`src/rtl/fifo_par_ser_drain_if.sv`:
```
// fifo_par_ser_drain_if: FIFO-side and serial-side signals of the drain stage
interface fifo_par_ser_drain_if #(
  parameter int WIDTH = 32
);
  logic             empty;
  logic [WIDTH-1:0] fifo_data;
  logic             read;
  logic             ser_ready;
  logic             ser_out;
  logic             ser_valid;
  logic             ser_first;
  logic             ser_last;
  logic             busy;
  modport master (
    input  empty, fifo_data, ser_ready,
    output read, ser_out, ser_valid, ser_first, ser_last, busy
  );
  modport slave (
    output empty, fifo_data, ser_ready,
    input  read, ser_out, ser_valid, ser_first, ser_last, busy
  );
endinterface

```
`src/rtl/fifo_par_ser_drain.sv`:
```
// fifo_par_ser_drain: pops FIFO words and shifts them out MSB first; define PAR_SER_PARITY_EN to append an even-parity bit
module fifo_par_ser_drain #(
  parameter int WIDTH     = 32,
  parameter int CNT_WIDTH = 6
) (
  input logic                 clk,
  input logic                 rst,
  fifo_par_ser_drain_if.master bus
);
`ifdef PAR_SER_PARITY_EN
  localparam int FW = WIDTH + 1;
`else
  localparam int FW = WIDTH;
`endif
  localparam logic [CNT_WIDTH-1:0] LAST = CNT_WIDTH'(FW - 1);
  typedef enum logic [1:0] {IDLE, REQ, CAPT, SHIFT} state_t;
  state_t               state, state_nx;
  logic [FW-1:0]        shreg, load;
  logic [CNT_WIDTH-1:0] cnt;
  logic                 last;
`ifdef PAR_SER_PARITY_EN
  assign load = {bus.fifo_data, ^bus.fifo_data};
`else
  assign load = bus.fifo_data;
`endif
  assign last = cnt == LAST;
  // empty only matters in IDLE and on the edge that accepts the final frame bit
  always_comb begin
    state_nx = state == IDLE ? (bus.empty ? IDLE : REQ) :
               state == REQ  ? CAPT :
               state == CAPT ? SHIFT :
               (bus.ser_ready && last) ? (bus.empty ? IDLE : REQ) : SHIFT;
  end
  // state register
  always_ff @(posedge clk or posedge rst) begin
    if (rst) state <= IDLE;
    else state <= state_nx;
  end
  // load the word one cycle after the pop, then shift on each accepted bit
  always_ff @(posedge clk or posedge rst) begin
    if (rst) begin
      shreg <= '0;
      cnt   <= '0;
    end else if (state == CAPT) begin
      shreg <= load;
      cnt   <= '0;
    end else if (state == SHIFT && bus.ser_ready && !last) begin
      shreg <= shreg << 1;
      cnt   <= cnt + 1'b1;
    end
  end
  assign bus.read      = state == REQ;
  assign bus.ser_valid = state == SHIFT;
  assign bus.ser_out   = bus.ser_valid & shreg[FW-1];
  assign bus.ser_first = bus.ser_valid & (cnt == '0);
  assign bus.ser_last  = bus.ser_valid & last;
  assign bus.busy      = state != IDLE;
endmodule

```
`src/flat_wrapper.sv`:
```
// flat-port wrapper written by rule: the top's interface ports become plain ports
module fifo_par_ser_drain_flat 
#(
  parameter int WIDTH     = 32,
  parameter int CNT_WIDTH = 6
)
  (clk, rst, bus_empty, bus_fifo_data, bus_ser_ready, bus_read, bus_ser_out, bus_ser_valid, bus_ser_first, bus_ser_last, bus_busy);
  fifo_par_ser_drain_if #(.WIDTH(WIDTH)) bus_i ();
  input logic clk;
  input logic rst;
  input wire logic [$bits(bus_i.empty)-1:0] bus_empty;
  input wire logic [$bits(bus_i.fifo_data)-1:0] bus_fifo_data;
  input wire logic [$bits(bus_i.ser_ready)-1:0] bus_ser_ready;
  output wire logic [$bits(bus_i.read)-1:0] bus_read;
  output wire logic [$bits(bus_i.ser_out)-1:0] bus_ser_out;
  output wire logic [$bits(bus_i.ser_valid)-1:0] bus_ser_valid;
  output wire logic [$bits(bus_i.ser_first)-1:0] bus_ser_first;
  output wire logic [$bits(bus_i.ser_last)-1:0] bus_ser_last;
  output wire logic [$bits(bus_i.busy)-1:0] bus_busy;
  assign bus_i.empty = bus_empty;
  assign bus_i.fifo_data = bus_fifo_data;
  assign bus_i.ser_ready = bus_ser_ready;
  assign bus_read = bus_i.read;
  assign bus_ser_out = bus_i.ser_out;
  assign bus_ser_valid = bus_i.ser_valid;
  assign bus_ser_first = bus_i.ser_first;
  assign bus_ser_last = bus_i.ser_last;
  assign bus_busy = bus_i.busy;
  fifo_par_ser_drain #(.WIDTH(WIDTH), .CNT_WIDTH(CNT_WIDTH)) u_core (.clk(clk), .rst(rst), .bus(bus_i));
endmodule
```
`config.mk`:
```
export PLATFORM = sky130hd
export DESIGN_NAME = fifo_par_ser_drain_flat
export DESIGN_NICKNAME = d
export VERILOG_FILES = /design/src/rtl/fifo_par_ser_drain_if.sv /design/src/rtl/fifo_par_ser_drain.sv /design/src/flat_wrapper.sv
export SDC_FILE = /design/constraint.sdc
export NUM_CORES = 1
export LEC_CHECK = 0
export CORE_MARGIN = 2
export CORE_UTILIZATION = 41
export CTS_BUF_LIST = sky130_fd_sc_hd__clkbuf_4
export DETAILED_ROUTE_END_ITERATION = 10
export GPL_ROUTABILITY_DRIVEN = 1
export HOLD_SLACK_MARGIN = 0.03
export PLACE_DENSITY = 0.67
export SYNTH_ARGS = -nofsm -noshare
export SYNTH_HDL_FRONTEND = slang
export SYNTH_SLANG_ARGS = --single-unit
```
`constraint.sdc`:
```
create_clock -name clk -period 1.9 [get_ports clk]
set_input_delay 0.285 -clock clk [delete_from_list [all_inputs] [get_ports clk]]
set_output_delay 0.285 -clock clk [all_outputs]
set_load 0.03 [all_outputs]
```
* Yosys cells after proc, flatten, opt, wreduce, memory -nomap -nowiden
Index checks and enable logic that the tools add are counted.
Cells by class: add/subtract/negate cells 1, equality and inequality tests 4, multiplexer cells 9, bitwise logic cells 3, reduce and logical (&&, ||, !) cells 8
Operators by type and width (number):
- $mux 32 | 2
- $mux 6 | 2
- $mux 2 | 4
- $add 6x1->6 const B | 1
- $eq 6x5->1 const B | 1
- $logic_not 6->1 | 1
- $eq 2x2->1 const B | 2
- $reduce_bool 2->1 | 2
- $and 1x1->1 | 3
- $logic_and 1x1->1 | 3
- $eq 2x1->1 const B | 1
- $logic_not 2->1 | 1
- $logic_not 1->1 | 1
- $mux 1 | 1
Word-level totals: flip-flop bits (word level) 40, bits of input ports 36, word-level logic and storage cells 28

* Depth between registers and ports, before layout
depth after elaboration 6, depth in mapped cells 6, mapped depth without buffers 5

* Least setup slack after synthesis
No wires, ideal clock.
kind register to register, start register u_core.cnt[0], end register u_core.shreg[1], library setup time 118 ps, data arrival time 1524 ps, required time 1782 ps, path slack 258 ps, cell stages (with the launch flop) 7, clock period less this slack 1642 ps, path through dfrtp_1 -> ha_1 -> nor2b_1 -> a21oi_4 -> buf_2 -> a22o_1 -> a21o_1
On the way: longest elaborated chain between the ends 4
RTL lines:
- start, declared | line fifo_par_ser_drain.sv:19 | logic [CNT_WIDTH-1:0] cnt;
- start signal, assigned | line fifo_par_ser_drain.sv:49 | cnt <= cnt + 1'b1;
- $eq 6x5->1 | line fifo_par_ser_drain.sv:26 | assign last = cnt == LAST;
- $logic_not 1->1 | line fifo_par_ser_drain.sv:47 | end else if (state == SHIFT && bus.ser_ready && !last) begin
- $logic_and 1x1->1 | line fifo_par_ser_drain.sv:47
- $reduce_bool 2->1 (no line)
- end signal, assigned | line fifo_par_ser_drain.sv:45 | shreg <= load;
- end signal, assigned | line fifo_par_ser_drain.sv:48 | shreg <= shreg << 1;
- end, declared | line fifo_par_ser_drain.sv:18 | logic [FW-1:0] shreg, load;
No other way between the ends. A chain may end at the register's enable or synchronous reset.

* Worst setup path in the final report
start register u_core.cnt[1], end output bus_ser_last
On the way: longest elaborated chain between the ends 2
RTL lines:
- $eq 6x5->1 | line fifo_par_ser_drain.sv:26
- $and 1x1->1 | line fifo_par_ser_drain.sv:56 | assign bus.ser_last = bus.ser_valid & last;
- end, declared | line flat_wrapper.sv:18 | output wire logic [$bits(bus_i.ser_last)-1:0] bus_ser_last;
No other way between the ends.

==> summary.md <==
| Metric | Value |
|---|---|
| Worst setup margin | roughly 0.077 ns |
| Initial Utilization | 42.70% |
| Worst VDD drop | about 0.40 mV |
| Max-Cap Viols | 0 |
| Clk pin slew, worst setup/hold paths | approximately 0.11 ns |
| Final number of setup-violating endpoints | 0 |
| GRT overflow | 0 |
| Final instance area | 2441 sq um |
| Root Buffer | clkbuf_4 |
| Fraction of synthesized cell area taken by the top area cell type | 53.84% |
| Synth Register Bits | 40 |
| Die Wd | approximately 70 microns |
| CTS Buf Count | 5 |
| Status | complete, no violations |
| Syn Inst Count | 164 |
| Final setup TNS | 0 ns |
| Startpoint Class | flip-flop |
| Die Span Y | roughly 71 microns |
| Post-synth EDFFs | 0 |
| Worst Max-Slew Pin Slew | between 0.6 and 0.7 ns |
| Register area share after synthesis | 53.84% |
| Vias per cell | 5.511 |
| Vias in the first global route | approximately 1600 |
| Worst endpoint required time | between 1.5 and 2 ns |
| FP Rows | 24 |
| Max_slew headroom | a little under 60% |
| Clk_lat worst skew | about 0.35 ns |
| Hold crit path type | primary input to asynchronous set/reset pin |
| 1st-pass router iterations | 4 |
| WL per Instance | approximately 15 microns |
| Antenna violations before repair | 0 |
| Global-route wire length before repair | approximately 7100 microns |
| Final Core Density | 56.06% |
| Final period util | between 90% and 100% |
| Antenna fix cells | 0 |
| Largest net degree at the start of global routing | 41 |
| LEAKAGE | 1.352 nW |
| Endpoints failing hold | 0 |
| Arr. time, crit path | roughly 1.5 ns |
| Setup repair after global routing missed its margin | no |
| Htree depth | 2 |
| IO Pins | 42 |
| Crit. Startpoint | u_core.cnt[1]$_DFFE_PP0P_ |
| Synth warn | 0 |
| Tmin final | 1.823 ns |
| TritonCTS clock tree | done |
| Cell Area, Synth | between 1500 and 2000 sq um |
| Clock skew | between 0.005 and 0.006 ns |
| DRC viols | 0 |
| Hold-fix buffers, CTS | 0 |
| ANT nets after route | 0 |
| Die area | approximately 5100 sq um |
| DRT Wirelength | 4085 microns |
| Nature of the critical path endpoint | output pin |
| 1st-iter DRT viols | 53 |
| Fillers | between 300 and 400 |
| CP max FO | 4 |
| Syn Nets | 202 |
| Pwr dens | roughly 1100 nW/um^2 |
| Placer Congestion | around 0.79 |
| HPWL Detailed | 2758 microns |
| Clk sinks | 40 |
| Tot GR Track Use | between 15 and 20% |
| R2R Path Start | u_core.cnt[1]$_DFFE_PP0P_ |
| Vias | ~1500 |
| Max Transition Viols Final | 0 |
| Final nets | between 200 and 300 |
| Async set or reset register ratio after synthesis | 100.0% |
| Placeable Area | 4354 sq um |
| Pre-CTS WS | slightly below 0.08 ns |
| Post-DP Area | approximately 2300 sq um |
| Fmax | approximately 550 MHz |
| Clock tree buffer depth | 2 |
| Synthesized area per cell | 11.34 sq um |
| Area Growth Syn to Fin | 31.29% |
| Ys flop type | dfrtp_1 |
| Crit Path Class | flip-flop to output pin |
| Ratio of cells with drive above 1 in the final layout | between 10% and 20% |
| Post-synth cell types | 28 |
| Area contributors post-synth | dfrtp_1 54%, a22o_1 13%, a21o_1 11% |
| I/O Buffers | between 40 and 50 |
| Synth area leader | dfrtp_1 |
-- report_power, final --
part           switching (mW)  leakage (nW)  internal [mW]  total [mW]
registers               0.228         0.526           1.17        1.39
logic                   0.395         0.794          0.511       0.906
clock network           0.268        0.0315          0.151       0.419
total                   0.891          1.35           1.83        2.72
-- metrics by stage --
| stage | hold slack (ns) | power, mW | std cells |
|---|---|---|---|
| detailed placement | 0.4660 | 2.224 | 254 |
| global placement | 0.4596 | 2.181 | 254 |
| global route | 0.4088 | 2.920 | 266 |
| finish | 0.3561 | 2.719 | 266 |
| CTS | 0.3715 | 2.699 | 264 |
| floorplan | 0.3968 | 1.953 | 164 |
-- path summary, 6_finish.rpt --
check	endpoint	slack, ns	depth (start not counted)
max reg2reg	u_core.shreg[20]$_DFFE_PP0P_	0.21	6
max in group asynchronous	u_core.state[0]$_DFF_PP0_	1.17	3
min in group clk	u_core.shreg[1]$_DFFE_PP0P_	0.49	1
min reg2reg	u_core.shreg[1]$_DFFE_PP0P_	0.49	1
min	u_core.shreg[5]$_DFFE_PP0P_	0.36	3
max	bus_ser_last	0.08	5
-- worst max-delay path, cell delays in order (launching register included) --
cell     delay, ns
dfrtp_1       0.44
ha_4          0.19
nor2b_4       0.12
buf_4         0.14
and3_1        0.16
buf_6         0.13
-- cells in the final DEF, fill, tap and decap left out, types with 2 or more instances in the layout --
cell type / synthesis / layout
a22oi_1: 4 / 4
nand2_1: 11 / 11
clkbuf_4: 0 / 6
dfrtp_2: 0 / 2
and2_1: 2 / 2
nor2_1: 2 / 2
dlygate4sd2_1: 0 / 4
o21ai_0: 5 / 5
nand3_1: 7 / 7
and3_1: 4 / 4
nand4_1: 3 / 3
clkdlybuf4s50_1: 0 / 35
o31ai_1: 2 / 2
buf_4: 0 / 13
a21o_1: 28 / 28
inv_1: 3 / 3
mux2i_1: 2 / 2
a22o_1: 27 / 27
dfrtp_1: 40 / 38
-- kinds of logic after synthesis --
| kind of cell | after synthesis | synth area share (%) |
|---|---|---|
| AO/OA/AOI/OAI | 69 | 29.41 |
| adder cells (fa/ha/maj) | 2 | 1.346 |
| buffers and inverters | 14 | 3.701 |
| flip-flops | 40 | 53.84 |
| multiplexers | 2 | 1.077 |
| AND/OR/NAND/NOR | 37 | 10.63 |
-- flip-flops by register name, summed over array words and instances, names as in the netlist --
name	cells
u_core.shreg	32
u_core.cnt	6
u_core.state	2
-- cell usage after synthesis, types with 2 or more instances --
master,instances
inv_1,3
buf_2,7
clkbuf_1,2
o21ai_0,5
nand2_1,11
o31ai_1,2
nor2_1,2
nor2b_1,3
and2_1,2
nand3_1,7
a21o_1,28
nand4_1,3
mux2i_1,2
a22o_1,27
a22oi_1,4
dfrtp_1,40
ha_1,2
and3_1,4
-- metal layers --
metal / GRT usage [%] / up-vias / wire, microns
met1: 21.77 / 716 / 1870
met2: 28.81 / 33 / 1923
li1: - / 710 / -
met3: 5.626 / 7 / 221
met4: 7.128 / 0 / 70
met5: 0 / - / 0
-- repair_timing --
action	in CTS	in global routing
pin swaps	1	0
setup endpoints to repair	6	2
gates resized for setup	9	5
buffers inserted	3	2
-- area by class of cell --
| cell class | count | area [sq um] | area share, % |
|---|---|---|---|
| clock inverter | 1 | 5.005 | 0.2050 |
| timing repair buffer | 54 | 499.2 | 20.45 |
| tap | 52 | 65.06 | 2.665 |
| sequential | 40 | 1003 | 41.11 |
| clock buffer | 6 | 45.04 | 1.845 |
| multi-input combinational | 110 | 812.0 | 33.27 |
| inverter | 3 | 11.26 | 0.4613 |
Power figures use the tool's default switching activity.
